<file path="src/rtl/alu_seq_pkg.sv">
// alu_seq_pkg: shared FSM state encoding and width defaults for the ALU sequencer
package alu_seq_pkg;
    localparam int DATA_W_DEF = 8;
    localparam int OP_W_DEF = 4;
    typedef enum logic [2:0] {
        WAIT_A    = 3'd0,
        WAIT_B    = 3'd1,
        EXEC      = 3'd2,
        WAIT_DONE = 3'd3,
        SHOW      = 3'd4,
        ERROR     = 3'd5
    } state_t;
endpackage

</file>
<file path="src/rtl/btn_debounce.sv">
// btn_debounce: synchronizes a bouncy button, accepts a level after DEBOUNCE_CYC equal samples and pulses on its rise
module btn_debounce #(
    parameter int DEBOUNCE_CYC = 1_000_000
) (
    input  logic clock,
    input  logic reset,
    input  logic btn_raw,
    output logic press
);
    localparam int CW = $clog2(DEBOUNCE_CYC + 1);
    logic s0, s1, lvl, hit;
    logic [CW-1:0] cnt;
    assign hit = (s1 != lvl) && (cnt == CW'(DEBOUNCE_CYC - 1));
    always_ff @(posedge clock) begin
        if (reset) begin
            s0    <= 1'b0;
            s1    <= 1'b0;
            lvl   <= 1'b0;
            cnt   <= '0;
            press <= 1'b0;
        end else begin
            s0    <= btn_raw;
            s1    <= s0;
            cnt   <= (s1 == lvl || hit) ? '0 : cnt + 1'b1;
            lvl   <= hit ? s1 : lvl;
            press <= hit & s1;
        end
    end
endmodule

</file>
<file path="src/rtl/alu_sequencer.sv">
// alu_sequencer: button-driven operand/opcode latching, ALU start/complete handshake with timeout, result hold
module alu_sequencer
    import alu_seq_pkg::*;
#(
    parameter int DATA_W       = DATA_W_DEF,
    parameter int OP_W         = OP_W_DEF,
    parameter int DEBOUNCE_CYC = 1_000_000,
    parameter int DONE_TIMEOUT = 255
) (
    input  logic              clock,
    input  logic              reset,
    input  logic              btn_raw,
    input  logic [DATA_W-1:0] sw_data,
    input  logic [OP_W-1:0]   sw_op,
    input  logic [DATA_W-1:0] alu_result,
    input  logic              alu_done,
    output logic              alu_start,
    output logic [DATA_W-1:0] alu_a,
    output logic [DATA_W-1:0] alu_b,
    output logic [OP_W-1:0]   alu_op,
    output logic [DATA_W-1:0] result,
    output logic              result_valid,
    output logic              busy,
    output logic              error,
    output logic [2:0]        state_code
);
    localparam int TW = $clog2(DONE_TIMEOUT + 1);
    state_t state, state_nx;
    logic press;
    logic [TW-1:0] tcnt;
    btn_debounce #(.DEBOUNCE_CYC(DEBOUNCE_CYC)) u_btn (
        .clock   (clock),
        .reset   (reset),
        .btn_raw (btn_raw),
        .press   (press)
    );
    always_comb begin
        state_nx = WAIT_A;
        case (state)
            WAIT_A:    state_nx = press ? WAIT_B : WAIT_A;
            WAIT_B:    state_nx = press ? EXEC : WAIT_B;
            EXEC:      state_nx = WAIT_DONE;
            WAIT_DONE: state_nx = alu_done ? SHOW : (tcnt == TW'(DONE_TIMEOUT)) ? ERROR : WAIT_DONE;
            SHOW:      state_nx = press ? WAIT_A : SHOW;
            ERROR:     state_nx = press ? WAIT_A : ERROR;
            default:   state_nx = WAIT_A;
        endcase
    end
    always_ff @(posedge clock) begin
        if (reset) begin
            state     <= WAIT_A;
            alu_start <= 1'b0;
            alu_a     <= '0;
            alu_b     <= '0;
            alu_op    <= '0;
            result    <= '0;
            tcnt      <= '0;
        end else begin
            state     <= state_nx;
            alu_start <= (state_nx == EXEC);
            tcnt      <= (state == WAIT_DONE) ? tcnt + 1'b1 : '0;
            if (state == WAIT_A && press)
                alu_a <= sw_data;
            if (state == WAIT_B && press) begin
                alu_b  <= sw_data;
                alu_op <= sw_op;
            end
            if (state == WAIT_DONE && alu_done)
                result <= alu_result;
        end
    end
    assign state_code   = state;
    assign busy         = (state == EXEC) || (state == WAIT_DONE);
    assign result_valid = (state == SHOW);
    assign error        = (state == ERROR);
endmodule

</file>
<file path="config.mk">
export PLATFORM = sky130hd
export DESIGN_NAME = alu_sequencer
export DESIGN_NICKNAME = d
export VERILOG_FILES = /design/src/rtl/alu_seq_pkg.sv /design/src/rtl/btn_debounce.sv /design/src/rtl/alu_sequencer.sv
export SDC_FILE = /design/constraint.sdc
export NUM_CORES = 1
export LEC_CHECK = 0
export ABC_CLOCK_PERIOD_IN_PS = 2300
export CAP_MARGIN = 15
export CORE_ASPECT_RATIO = 1.1
export CORE_UTILIZATION = 49
export DETAILED_ROUTE_END_ITERATION = 10
export GPL_TIMING_DRIVEN = 1
export PLACE_DENSITY = 0.76
export SYNTH_ARGS = -nofsm -noshare
export SYNTH_HDL_FRONTEND = slang
export SYNTH_SLANG_ARGS = --single-unit
export TNS_END_PERCENT = 10
</file>
<file path="constraint.sdc">
create_clock -name clock -period 2.3 [get_ports clock]
set_input_delay 0.46 -clock clock [delete_from_list [all_inputs] [get_ports clock]]
set_output_delay 0.46 -clock clock [all_outputs]
set_load 0.005 [all_outputs]
</file>
## Yosys cells after proc, flatten, opt, wreduce, memory -nomap -nowiden

Index checks and enable logic that the tools add are counted.
W data, S select, Z words.

| word-level totals | value |
|---|---|
| flip-flop bits (word level) | 64 |
| bits of input ports | 24 |
| output and inout bits | 35 |
| logic and storage cells | 42 |

| operators by class | value |
|---|---|
| add/sub/neg operators | 2 |
| equal/unequal tests | 10 |
| multiplexer cells | 7 |
| bitwise operators | 2 |
| reduce and logical (&&, ||, !) cells | 9 |

Operators with widths:

| cell | number |
|---|---|
| $add A20 B1 Y20 const B | 1 |
| $eq A20 B20 Y1 const B | 1 |
| $pmux W3 S6 | 1 |
| $mux W3 | 4 |
| $eq A3 B2 Y1 const B | 3 |
| $add A8 B1 Y8 const B | 1 |
| $eq A8 B8 Y1 const B | 1 |
| $eq A3 B3 Y1 const B | 2 |
| $logic_and A1 B1 Y1 | 4 |
| $reduce_or A2 Y1 | 2 |
| $eq A3 B1 Y1 const B | 1 |
| $logic_not A3 Y1 | 1 |
| $logic_or A1 B1 Y1 | 2 |
| $mux W2 | 1 |
| $and A1 B1 Y1 | 1 |
| $eq A1 B1 Y1 | 1 |
| $mux W1 | 1 |
| $ne A1 B1 Y1 | 1 |
| $not A1 Y1 | 1 |

## Logic depth before layout (Yosys ltp)

Gate-level depths: netlist (run 1).

| logic depth | value |
|---|---|
| depth in word-level cells | 5 |
| mapped depth | 6 |
| gate-level depth less buffers | 5 |

## By module

A second synthesis (run 1) with hierarchy kept.

| unflattened totals | value |
|---|---|
| cells, all modules | 311 |
| area, all modules | 2590.0 µm² |

Modules (own cells, without submodules):

| module | instances | cells an instance | area an instance (µm²) | seq. area each (µm²) |
|---|---|---|---|---|
| alu_sequencer | 1 | 189 | 1549.0 | 800.8 |
| btn_debounce | 1 | 122 | 1041.0 | 480.5 |

## Worst setup path after synthesis (run 1)

No wires, ideal clock.

| timing path | value |
|---|---|
| kind | flip-flop to flip-flop |
| start | reg u_btn.cnt[0] |
| end | reg u_btn.cnt[18] |
| setup time | 70 ps |
| data arrival time | 1814 ps |
| data required time | 2230 ps |
| path slack | 416 ps |
| cell stages (with the launch flop) | 7 |
| path buffers | 1 |
| clock period less this slack | 1884 ps |
| path through | dfxtp_1 ha_1 nand2_1 or4_1 clkbuf_1 or4_1 a21oi_1 |

| between the ends | value |
|---|---|
| longest elaborated chain between the ends | 4 |
| elaborated cells between the ends (all ways) | 5 |
| those cells by class | 1 x add/sub; 1 x eq/ne; 3 x reduce/logical |

RTL lines:

| item | line | text |
|---|---|---|
| from (decl) | btn_debounce.sv:12 | `logic [CW-1:0] cnt;` |
| from (signal assigned) | btn_debounce.sv:24 | `cnt <= (s1 == lvl \|\| hit) ? '0 : cnt + 1'b1;` |
| parallel branches: the longest is 4 deep, another holds $add A20 B1 Y20 | -- |  |

Several ways; the timed one is not identified.
A chain may end at the register's enable or synchronous reset.

## Final worst setup path (run 1)

| timing path | value |
|---|---|
| start | reg state[0], in the netlist state_code[0] |
| end | out error |

| between the ends | value |
|---|---|
| longest elaborated chain between the ends | 1 |

RTL lines:

| item | line | text |
|---|---|---|
| from (decl) | alu_sequencer.sv:28 | `state_t state, state_nx;` |
| from (signal assigned) | alu_sequencer.sv:59 | `state <= state_nx;` |
| $eq A3 B3 Y1 | alu_sequencer.sv:75 | `assign error = (state == ERROR);` |
| to (decl) | alu_sequencer.sv:24 | `output logic error,` |

Every way passes these cells.

==> impl_metrics.toml, run 1 <==
[cells_and_area]
area_delta_synth_final_pct = 32.39
fin_util_pct = 69.62
fillCellCount = 404
final_common_cell = "nand2_1"
n_antenna_cell = 0
multiInputGateArea_um2 = 1142
nets = 389
final_cell_mix = "65 x nand2_1, 64 x dfxtp_1, 58 x clkdlybuf4s50_1, 38 x a21oi_1, 27 x nor2_1"
drive_above_1_share_pct = 7.609
regArea_um2 = 1281
instances_no_fill = 424

[timing]
worst_pin_slew_ps = 378.4
fin_setup_tns_ps = 0
rsz0062_at_grt = "no"
final-max-slew-violation-count = 0
setup_viol = 0
hold_viol = 0
slew_headroom_pct = 74.54
fin_crit_sh_pct = 92.51
post-route-min-period_ps = 2128
max_freq_mhz = 470.0
skew_ps = 11.20

[floorplanning]
die_h_um = 77.14
core_area_um2 = 4782
pin_count = 59
dieArea_um2 = 5423
die_width_um = 70.31
rows = 26
start_util_pct = 52.59

[place]
portBuffers = 58
dp_cells = 408
place.gp.congestion = 0.8069
dp_hpwl_um = 3679

[pwr]
power_density_nw_per_um2 = 625.0
leakage_nw = 1.089
peakVddDrop_v = 0.0004980

[clock_network]
cts_sinks = 64
hold_buffers = 0
clockRootBuffer = "clkbuf_8"
htree_num_levels = 3
cts_tree = "done"
cts.repair.resized = 0
cts-buffers-inserted = 9
clkLatencyLatePin_ps = 340
path_clk_slew_ps = 70
cts_setup_buffers = 0
clock_path_buffers = 2

[worst_setup_path]
worst-path-buf-inv = 1
arrival_ps = 1670
cp_cell_sequence = "nand2b_1, nor2_1, clkdlybuf4s50_1"
criticalPathCategory = "reg -> out"
cp_slowest_stage_delay_ps = 530
worst_setup_path_end_kind = "output port"
start_kind = "flip-flop"
critical_path.max_fanout = 12
cpLargestDelayFamily = "flip-flops"
cp.required_ps = 1840
crit_slowest_cell = "dfxtp_1"

[drt]
ant_nets = 0
drt-pass1-iter-count = 4
drt_iter0_markers = 98
routedWlPerCell_um = 12.37
drcViolationCount = 0
vias = 2182
drt-vias-per-instance = 5.146
routed_wl_um = 5244

[global_route]
grt-ovfl-total = 0
antenna_found_initial = 0
first_global_vias = 1956
grt_max_degree = 26
grtUsageTotal_pct = 20.57
grt_pass1_wl_um = 8825

[run_status]
status = "finished, final reports clean"

[yosys]
synth_cell_types = 33
yosys_warnings = 0
seq_area_frac_synth_pct = 50.95
ys_seq_elements = 64
synth.net_count = 329
netlist_instances = 303
synthesis.area_um2 = 2515
avgSynthCellArea_um2 = 8.300

[flow_run]
drv_cap = 0

[hold_path]
hp-class = "reg -> reg"
-- flip-flops by register name, summed over array words and instances, names as in the netlist --
signal       cells
tcnt             8
u_btn.cnt       20
u_btn.s1         1
state_code       3
alu_start        1
alu_op           4
u_btn.lvl        1
result           8
alu_b            8
u_btn.s0         1
alu_a            8
u_btn.press      1
-- power breakdown --
part	switching, mW	leakage [nW]	internal (mW)
Sequential	0.00120	0.516	1.11
Combinational	0.0240	0.479	0.0404
Clock	0.409	0.0941	0.496
Total	0.434	1.09	1.65
-- layer usage --
metal	global-route usage (%)	vias up	wire length [µm]
li1	-	1131	-
met1	24.84	994	2436
met2	32.76	47	2460
met3	5.650	10	227
met4	11.40	0	121
met5	0	-	0
-- area by class of cell --
| class | count | area share (%) |
|---|---|---|
| well taps | 56 | 2.104 |
| clock buffers | 12 | 4.059 |
| clock inverters | 4 | 1.353 |
| inverters | 10 | 1.127 |
| multi-input cells | 215 | 34.31 |
| flip-flops and latches | 64 | 38.48 |
| repair buffers | 63 | 18.56 |
-- through the flow --
| step | worst slack [ps] | power, mW | hold slack [ps] | instance area (µm²) |
|---|---|---|---|---|
| 3_3_place_gp | 348.9 | 1.200 | 426.3 | 3147 |
| 4_1_cts | 96.69 | 2.096 | 447.0 | 3327 |
| 2_1_floorplan | 416.1 | 1.152 | 412.9 | 2515 |
| 5_1_grt | 20.60 | 2.159 | 469.8 | 3329 |
| 6_report | 172.3 | 2.081 | 444.1 | 3329 |
| 3_5_place_dp | 271.3 | 1.200 | 432.4 | 3147 |
-- final timing paths --
path / from / end / slack, ps / cells past startpoint
min: tcnt[0] / tcnt[0] / 440 / 1
max: state_code[0] / error / 170 / 3
max reg2reg: u_btn.cnt[0] / u_btn.cnt[18] / 270 / 5
min reg2reg: tcnt[0] / tcnt[0] / 440 / 1
-- logic make-up (layout without fill, tap and decap cells) --
logic type / Yosys count / after routing / synth area share (%)
XOR/XNOR: 17 / 17 / 5.920
adder cells (fa/ha/maj): 2 / 2 / 0.9949
AO/OA/AOI/OAI: 52 / 52 / 11.59
flip-flops: 64 / 64 / 50.95
buffers and inverters: 24 / 89 / 3.731
AND/OR/NAND/NOR: 144 / 144 / 26.82
-- Yosys cell counts --
cell type	number	area share, %
nor2b_1	4	0.99
or3_2	2	0.60
nand2_1	65	9.7
nor3_1	5	0.99
or3_1	6	1.5
ha_1	2	0.99
or2_2	2	0.50
nor4_1	1	0.25
nor2_1	27	4.0
dfxtp_1	64	51
nand3_1	11	2.2
clkbuf_1	11	1.6
and3_1	2	0.50
a31o_2	1	0.35
inv_1	10	1.5
a32oi_1	1	0.35
o21ai_0	6	1.2
nand3_2	1	0.40
o211ai_2	1	0.50
and2_1	3	0.75
or4_4	1	0.45
and3_2	1	0.30
a41o_1	1	0.40
or4b_1	1	0.40
o22a_1	1	0.35
xor2_1	10	3.5
a21oi_1	38	7.6
o31ai_1	3	0.90
nand4_1	3	0.75
buf_2	3	0.60
xnor2_1	7	2.4
or4_1	6	1.8
nand2b_1	3	0.75
Power figures use the tool's default switching activity.
==> inputs of run 2 (changes only) <==
--- a/config.mk
+++ b/config.mk
@@ -6,12 +6,13 @@
 export NUM_CORES = 1
 export LEC_CHECK = 0
 export ABC_CLOCK_PERIOD_IN_PS = 2300
-export CAP_MARGIN = 15
 export CORE_ASPECT_RATIO = 1.1
 export CORE_UTILIZATION = 49
 export DETAILED_ROUTE_END_ITERATION = 10
+export GPL_ROUTABILITY_DRIVEN = 0
 export GPL_TIMING_DRIVEN = 1
 export PLACE_DENSITY = 0.76
+export SLEW_MARGIN = 20
 export SYNTH_ARGS = -nofsm -noshare
 export SYNTH_HDL_FRONTEND = slang
 export SYNTH_SLANG_ARGS = --single-unit
==> results of run 2 <==
Final layout, timing and power as in run 1 (identical DEF).
==> inputs of run 3 (changes only) <==
--- a/config.mk
+++ b/config.mk
@@ -5,13 +5,13 @@
 export SDC_FILE = /design/constraint.sdc
 export NUM_CORES = 1
 export LEC_CHECK = 0
-export ABC_CLOCK_PERIOD_IN_PS = 2300
+export ABC_CLOCK_PERIOD_IN_PS = 2600
 export CORE_ASPECT_RATIO = 1.1
-export CORE_UTILIZATION = 49
+export CORE_UTILIZATION = 53
 export DETAILED_ROUTE_END_ITERATION = 10
 export GPL_ROUTABILITY_DRIVEN = 0
 export GPL_TIMING_DRIVEN = 1
-export PLACE_DENSITY = 0.76
+export PLACE_DENSITY = 0.81
 export SLEW_MARGIN = 20
 export SYNTH_ARGS = -nofsm -noshare
 export SYNTH_HDL_FRONTEND = slang
==> constraint.sdc (replaced) <==
create_clock -name clock -period 2.6 [get_ports clock]
set_input_delay 0.52 -clock clock [delete_from_list [all_inputs] [get_ports clock]]
set_output_delay 0.52 -clock clock [all_outputs]
set_load 0.005 [all_outputs]
==> run 3 against run 2 <==
Net effect: wire length is 2.0% higher; count of clock-buffer cells in the layout shrank 1; global-route usage increased by 2.5 points; critical endpoint is now busy; highest routed layer unchanged.
==> impl_metrics.toml, run 3 (synthesis results as in run 1) <==
[run_status]
status = "finished, final reports clean"

[floorplanning]
core_area_um2 = 4410
start_util_pct = 57.02
die_width_um = 67.68
die_h_um = 74.25
dieArea_um2 = 5025
rows = 25
pin_count = 59

[cells_and_area]
fin_util_pct = 74.50
final_cell_mix = "65 x nand2_1, 64 x dfxtp_1, 58 x clkdlybuf4s50_1, 38 x a21oi_1, 27 x nor2_1"
area_delta_synth_final_pct = 30.65
drive_above_1_share_pct = 6.849
fillCellCount = 353
n_antenna_cell = 0
largest_register_ffs = 20
instances_no_fill = 419
regMostFlops = "u_btn.cnt"
nets = 389
stdcell_area_um2 = 3286
final_common_cell = "nand2_1"

[hold_path]
hold_end = "tcnt[0]"
hp-class = "reg -> reg"
holdPathStages = 1
worstHoldStart = "tcnt[0]"

[worst_setup_path]
reg2reg_slack_ps = 570
critical_path.max_fanout = 8
cp.required_ps = 2080
arrival_ps = 1750
r2r-end = "u_btn.cnt[2]"
reg2reg_depth = 5
worst_setup_path_end_kind = "output port"
start_kind = "flip-flop"
crit_start = "state_code[1]"
worstReg2RegStart = "u_btn.cnt[6]"
criticalPathCategory = "reg -> out"

[global_route]
grt_pass1_wl_um = 8487
grtUsageTotal_pct = 23.03
grt_max_degree = 23
antenna_found_initial = 0
grt-ovfl-total = 0
first_global_vias = 1996

[clock_network]
cts_tree = "done"
cts.repair.resized = 0
clock_path_buffers = 2
clkLatencyLatePin_ps = 330
cts-buffers-inserted = 9
clockRootBuffer = "clkbuf_8"
cts_setup_buffers = 0
path_clk_slew_ps = 60
hold_buffers = 0
htree_num_levels = 3
cts_sinks = 64

[drt]
drt_iter0_markers = 74
drt-pass1-iter-count = 4
routedWlPerCell_um = 12.77
routed_wl_um = 5350
ant_nets = 0
drt-vias-per-instance = 5.267
drcViolationCount = 0
vias = 2207

[timing]
post-route-min-period_ps = 2274
fin_ws_ps = 326.0
rsz0062_at_grt = "no"
worst_pin_slew_ps = 388.7
skew_ps = 7.723
fin_setup_tns_ps = 0
fin_crit_sh_pct = 87.46
hold_viol = 0
max_freq_mhz = 439.8
setup_viol = 0
final-max-slew-violation-count = 0
slew_headroom_pct = 74.05

[place]
placedInstanceArea_um2 = 3144
dp_slack_ps = 579.6
dp_hpwl_um = 3726
portBuffers = 58
dp_cells = 406

[flow_run]
drv_cap = 0

[pwr]
power_density_nw_per_um2 = 518.4
leakage_nw = 1.070
peakVddDrop_v = 0.0003565
-- run 3: cell count changes in the layout (fill, tap and decap cells not counted), sizes merged --
cell / delta
bufinv: -1
clkbuf: -1
clkinv: -1
-- run 3: layout make-up --
type	instances	area, µm²	area share (%)
flip-flops and latches	64	1281	38.99
multi-input cells	215	1140	34.69
repair buffers	63	618.1	18.81
clock buffers	11	131.4	3.998
well taps	54	67.56	2.056
inverters	10	37.54	1.142
clock inverters	2	10.01	0.3046
-- run 3: routing by layer --
metal  up-vias  part of all wire, %  global-route usage, %
li1       1131                    -                      -
met1      1023                   42                  24.93
met2        43                   50                  39.16
met3        10                  5.2                  8.896
met4         0                  1.9                  10.64
met5         -                    0                      0
-- run 3: worst max path at each step --
| stage | endpoint | slack (ps) |
|---|---|---|
| finish | busy | 330 |
| global route | busy | 200 |
| CTS | busy | 310 |
| detailed placement | u_btn.cnt[18] | 580 |
| global placement | u_btn.cnt[4] | 640 |
| floorplan | u_btn.cnt[18] | 720 |
-- run 3: metrics by stage --
| step | power (mW) | hold slack (ps) |
|---|---|---|
| floorplan | 1.019 | 412.9 |
| global placement | 1.061 | 417.7 |
| detailed placement | 1.061 | 438.5 |
| CTS | 1.725 | 451.1 |
| global route | 1.766 | 469.8 |
| finish | 1.703 | 445.1 |
-- run 3: power breakdown --
part           switching, mW  internal, mW  total [mW]
clock                  0.337         0.327       0.664
combinational         0.0203        0.0357      0.0559
sequential           0.00108         0.982       0.983
total                  0.358          1.34        1.70
-- run 3: critical path, stage by stage (launching register included) --
cell and delay (ps):
dfxtp_1 460, nor2b_1 390, clkdlybuf4s50_1 580
